**src/rtl/x_23k640_ctrl.sv**
```systemverilog
`default_nettype none
// ============================================================================
// Module   : x_23k640_ctrl
// Brief    : Single-byte read/write responder for one 23K640 SPI SRAM (mode 0).
//            Optional power-up WRSR byte-mode frame: X_23K640_MODE_INIT_EN.
// Revision : 1.0 - initial release
// ============================================================================
module x_23k640_ctrl #(
    parameter int p_clk_div = 2
) (
    input  logic        i_clk,
    input  logic        i_rst_n,
    input  logic        i_valid,
    input  logic        i_rd_n_wr,
    input  logic [15:0] i_addr,
    input  logic [7:0]  i_wdata,
    output logic        o_accept,
    output logic        o_ready,
    output logic [7:0]  o_rdata,
    output logic        o_sck,
    output logic        o_cs_n,
    output logic        o_si,
    input  logic        i_so
);

    localparam int c_cnt_w = (p_clk_div > 1) ? $clog2(p_clk_div) : 1;
    localparam logic [c_cnt_w-1:0] c_cnt_last = c_cnt_w'(p_clk_div - 1);

    typedef enum logic [2:0] {
        S_IDLE  = 3'd0,
        S_SHIFT = 3'd1,
        S_HOLD  = 3'd2,
        S_GAP   = 3'd3,
        S_INIT  = 3'd4
    } state_t;

`ifdef X_23K640_MODE_INIT_EN
    localparam state_t c_rst_state = S_INIT;
    localparam logic   c_init_rst  = 1'b1;
`else
    localparam state_t c_rst_state = S_IDLE;
    localparam logic   c_init_rst  = 1'b0;
`endif

    state_t               r_state, w_state_next;
    logic [c_cnt_w-1:0]   r_cnt, w_cnt_next;
    logic                 r_hi, w_hi_next;
    logic [4:0]           r_bit, w_bit_next;
    logic [31:0]          r_frame, w_frame_next;
    logic [7:0]           r_so, w_so_next;
    logic                 r_rd, w_rd_next;
    logic                 r_init, w_init_next;
    logic                 r_ready, w_ready_next;
    logic [7:0]           r_rdata, w_rdata_next;
    logic                 w_accept;
    logic [4:0]           w_last_bit;

    always_ff @(posedge i_clk or negedge i_rst_n) begin
        if (!i_rst_n) begin
            r_state <= c_rst_state;
            r_cnt   <= '0;
            r_hi    <= 1'b0;
            r_bit   <= '0;
            r_frame <= '0;
            r_so    <= '0;
            r_rd    <= 1'b0;
            r_init  <= c_init_rst;
            r_ready <= 1'b0;
            r_rdata <= '0;
        end else begin
            r_state <= w_state_next;
            r_cnt   <= w_cnt_next;
            r_hi    <= w_hi_next;
            r_bit   <= w_bit_next;
            r_frame <= w_frame_next;
            r_so    <= w_so_next;
            r_rd    <= w_rd_next;
            r_init  <= w_init_next;
            r_ready <= w_ready_next;
            r_rdata <= w_rdata_next;
        end
    end

    // The WRSR init frame is only 16 bits long; every user frame is 32.
    assign w_last_bit = r_init ? 5'd15 : 5'd31;

    always_comb begin
        w_state_next = r_state;
        w_cnt_next   = r_cnt;
        w_hi_next    = r_hi;
        w_bit_next   = r_bit;
        w_frame_next = r_frame;
        w_so_next    = r_so;
        w_rd_next    = r_rd;
        w_init_next  = r_init;
        w_ready_next = 1'b0;
        w_rdata_next = r_rdata;
        w_accept     = 1'b0;
        case (r_state)
            S_IDLE: begin
                if (i_valid && i_rst_n) begin
                    w_accept     = 1'b1;
                    w_state_next = S_SHIFT;
                    w_rd_next    = i_rd_n_wr;
                    w_frame_next = {(i_rd_n_wr ? 8'h03 : 8'h02), i_addr,
                                    (i_rd_n_wr ? 8'h00 : i_wdata)};
                    w_cnt_next   = '0;
                    w_hi_next    = 1'b0;
                    w_bit_next   = '0;
                end
            end
            S_INIT: begin
                w_state_next = S_SHIFT;
                w_frame_next = {8'h01, 8'h00, 16'h0000};
                w_cnt_next   = '0;
                w_hi_next    = 1'b0;
                w_bit_next   = '0;
            end
            S_SHIFT: begin
                if (r_cnt == c_cnt_last) begin
                    w_cnt_next = '0;
                    if (!r_hi) begin
                        // This edge raises SCK: capture SO here.
                        w_hi_next = 1'b1;
                        w_so_next = {r_so[6:0], i_so};
                    end else begin
                        w_hi_next    = 1'b0;
                        w_frame_next = {r_frame[30:0], 1'b0};
                        if (r_bit == w_last_bit) begin
                            w_state_next = S_HOLD;
                        end else begin
                            w_bit_next = r_bit + 5'd1;
                        end
                    end
                end else begin
                    w_cnt_next = r_cnt + c_cnt_w'(1);
                end
            end
            S_HOLD: begin
                if (r_cnt == c_cnt_last) begin
                    w_cnt_next   = '0;
                    w_state_next = S_GAP;
                    if (!r_init) begin
                        w_ready_next = 1'b1;
                        if (r_rd) begin
                            w_rdata_next = r_so;
                        end
                    end
                end else begin
                    w_cnt_next = r_cnt + c_cnt_w'(1);
                end
            end
            S_GAP: begin
                if (r_cnt == c_cnt_last) begin
                    w_cnt_next   = '0;
                    w_state_next = S_IDLE;
                    w_init_next  = 1'b0;
                end else begin
                    w_cnt_next = r_cnt + c_cnt_w'(1);
                end
            end
            default: w_state_next = S_IDLE;
        endcase
    end

    assign o_accept = w_accept;
    assign o_ready  = r_ready;
    assign o_rdata  = r_rdata;
    assign o_sck    = (r_state == S_SHIFT) && r_hi;
    assign o_cs_n   = !((r_state == S_SHIFT) || (r_state == S_HOLD));
    assign o_si     = (r_state == S_SHIFT) && r_frame[31];

endmodule
`default_nettype wire
```
**config.mk**
```make
export PLATFORM = sky130hd
export DESIGN_NAME = x_23k640_ctrl
export DESIGN_NICKNAME = d
export VERILOG_FILES = /design/src/rtl/x_23k640_ctrl.sv
export SDC_FILE = /design/constraint.sdc
export NUM_CORES = 1
export LEC_CHECK = 0
export ABC_AREA = 1
export CAP_MARGIN = 25
export CORE_MARGIN = 2
export CORE_UTILIZATION = 50
export DETAILED_ROUTE_END_ITERATION = 12
export GPL_TIMING_DRIVEN = 0
export MAX_ROUTING_LAYER = met4
export PLACE_DENSITY = 0.71
export SETUP_SLACK_MARGIN = 0.05
export SLEW_MARGIN = 20
export SYNTH_ARGS = -nofsm -noshare
export SYNTH_HDL_FRONTEND = slang
export SYNTH_SLANG_ARGS = --single-unit
```
**constraint.sdc**
```tcl
create_clock -name i_clk -period 1.7 [get_ports i_clk]
set_input_delay 0.34 -clock i_clk [delete_from_list [all_inputs] [get_ports i_clk]]
set_output_delay 0.34 -clock i_clk [all_outputs]
set_load 0.01 [all_outputs]
```
==> metrics.yaml <==
floorplan:
  fp.dieArea_um2: 6143
  die_w_um: 78.38
  die_height_um: 78.38
  core_area_um2: 5439
  start_util_pct: 50.86
  placementRows: 27
  io_pins: 42
pwr:
  swShare_pct: 39.12
  p_total_mw: 6.884
  p_int_mw: 4.191
  switching_power_mw: 2.693
  clockPowerShare_pct: 15.6
  combPwrFrac_pct: 52.3
  sequentialPowerShare_pct: 32.2
  leakagePower_nw: 1.853
  power_density_nw_per_um2: 1809
  irDropWorstVdd_uv: 1039
clock_network:
  clock-sinks: 59
  clkTransAtPathRegs_ps: 60
  worstSkewPairLatency_ps: 330
  root_buffer: "clkbuf_8"
  cts_made_buffers: 9
  tritoncts: "built"
  ctsLongestPathBuffers: 2
  htreeDepth: 3
critical_path:
  crit_cells: 7
  path_class: "register to primary output"
  worstPathArrival_ps: 1380
  critPathTopFamily: "buffers and inverters"
  reg2reg_slack_ps: 50
  reg2reg_from: "r_state[1]"
  reg2reg_to: "r_frame[0]"
  cp.required_ps: 1360
  crit_chain: "inv_2, ha_4, buf_8, buf_6, nand2_2, inv_1, buf_2"
  crit_fanout: 4
  reg2reg_depth: 11
  cp-start-kind: "register"
  slowest_stage: "dfrtp_1"
  cp-end-kind: "primary output"
  path_buf_inv: 5
  slowest_delay_ps: 380
layout:
  ff_latch_area_um2: 1478
  final_design_area_no_fill_um2: 3806
  nNetsFinal: 442
  final_common_cell: "nand2_1"
  final_cell_mix: "nand2_1, dfrtp_1, clkdlybuf4s50_1"
  area_growth_pct: 37.58
  antennaDiodeCount: 0
  drive_gt1_share_pct: 20.59
  multi_input_area_um2: 1132
  fillers: 423
placement:
  dp_hpwl_mm: 3.782
  placed_cell_area_um2: 3284
  port_buffers: 41
  routabilityCongestion: 0.7722
sta:
  worst_slack_ps: -23.15
  tightest_slew_ps: 822.0
  finalHoldViolCount: 0
  period_share_pct: 101.4
  clock.fmax_ghz: 0.5803
  period_needed_ps: 1723
  rsz0062_at_grt: "true"
  setup_viol: 2
  relSlewSlack_pct: 45.02
  fin_skew_ps: 6.560
  fin_tns_setup_ps: -41.58
  drv_slew: 0
global_route:
  grt_max_degree: 44
  grt_pass1_wl_mm: 10.37
  grt_pass1_vias: 2301
  grt-ovfl-total: 0
  grt_antenna_before_repair: 0
  grt_usage_pct: 22.42
drt:
  wl_per_cell_um: 13.60
  drtIter0Drc: 141
  drtAntennaViolNets: 0
  vias: 2370
  drt_first_pass_iters: 4
  drc: 0
  via_per_inst: 4.938
  routed_wl_mm: 6.529
yosys:
  yosysSeqAreaShare_pct: 53.37
  ys_warn_count: 0
  avgSynthCellArea_um2: 8.434
  syn_inst: 328
  ys_top_cells_by_area: "dfrtp_1, nand2_1, o21ai_0"
  yosysTopAreaCell: "dfrtp_1"
  syn_nets: 363
  syn_area_um2: 2766
  synth_top_area_share_pct: 53.37
  synth_cell_types: 22
  synth_seq_cells: 59
run_status:
  status: "complete, but fails checks"
  violations: "negative setup slack"
run:
  cap_violations: 0
hold_path:
  worst_hold_path_type: "primary input to asynchronous set/reset pin"
## stage by stage
stage	setup slack, ps	cells	utilization, %	hold slack [ps]
global placement	-2729	441	60.06	464.5
global route	-91.36	480	69.98	79.21
detailed placement	-459.9	442	60.39	237.2
floorplan	166.4	328	-	44.41
CTS	-124.6	466	65.68	-18.74
finish	-23.15	480	69.98	71.60
## routing by layer
| metal | routed length (µm) | global-route usage [%] |
|---|---|---|
| met2 | 3261 | 35.95 |
| met4 | 87 | 9.123 |
| met3 | 151 | 4.828 |
| met5 | 0 | - |
| met1 | 3029 | 27.89 |
## sequential cells by signal, indices dropped and copies added (netlist names)
register	count
r_frame	32
o_rdata	8
r_so	8
r_bit	5
r_state	2
o_ready	1
r_cnt	1
r_hi	1
r_rd	1
## cells in the mapped netlist, drive strengths merged
library cell	n
inv	37
dfrtp	59
ha	6
nand3	9
o21bai	1
nand2	111
a21o	1
buf	13
nor2	13
clkbuf	1
a21oi	3
o21ai	67
a22oi	7
## worst reg2reg max path: cells and delay by family (launching register included)
family | cells | cell delay, ps
simple gates | 4 | 350
fa+ha+maj | 1 | 170
compound gates | 1 | 70
flops | 1 | 380
buf+inv | 5 | 550
## power by group through the flow
stage / logic [mW] / registers, mW / clock network, mW
global placement: 2.60 / 2.20 / 0
CTS: 2.94 / 2.19 / 1.09
floorplan: 1.88 / 2.19 / 0
finish: 3.60 / 2.21 / 1.07
detailed placement: 2.64 / 2.21 / 0
global route: 4.02 / 2.27 / 1.15
## final cells by class
type,count,share of cell area [%]
Inverter,37,3.846
Sequential cell,59,38.82
Tap cell,72,2.367
Clock buffer,12,4.076
Timing Repair Buffer,68,17.75
Multi-Input combinational cell,219,29.75
Buffer,13,3.386
## how the worst max path moves through the flow
stage | startpoint | endpoint | slack (ps)
2_1_floorplan | r_state[1] | o_sck | 170
3_3_place_gp | i_rst_n | o_accept | -2730
3_5_place_dp | r_state[1] | o_sck | -460
4_1_cts | r_state[0] | o_si | -120
5_1_grt | r_state[1] | o_si | -90
6_report | r_state[1] | o_si | -20
## cell families after synthesis
family | after synthesis | synth area share (%)
compound gates | 79 | 15.24
fa+ha+maj | 6 | 2.714
buf+inv | 51 | 9.227
flops | 59 | 53.37
simple gates | 133 | 19.45
## timing repair
item	CTS	global route
endpoints found under the hold margin	18	31
buffers inserted	11	8
hold buffers	1	2
pin swaps	4	5
gates resized for setup	34	32
cloned	0	5
setup endpoints to repair	4	52
(Power assumes the default switching activity.)
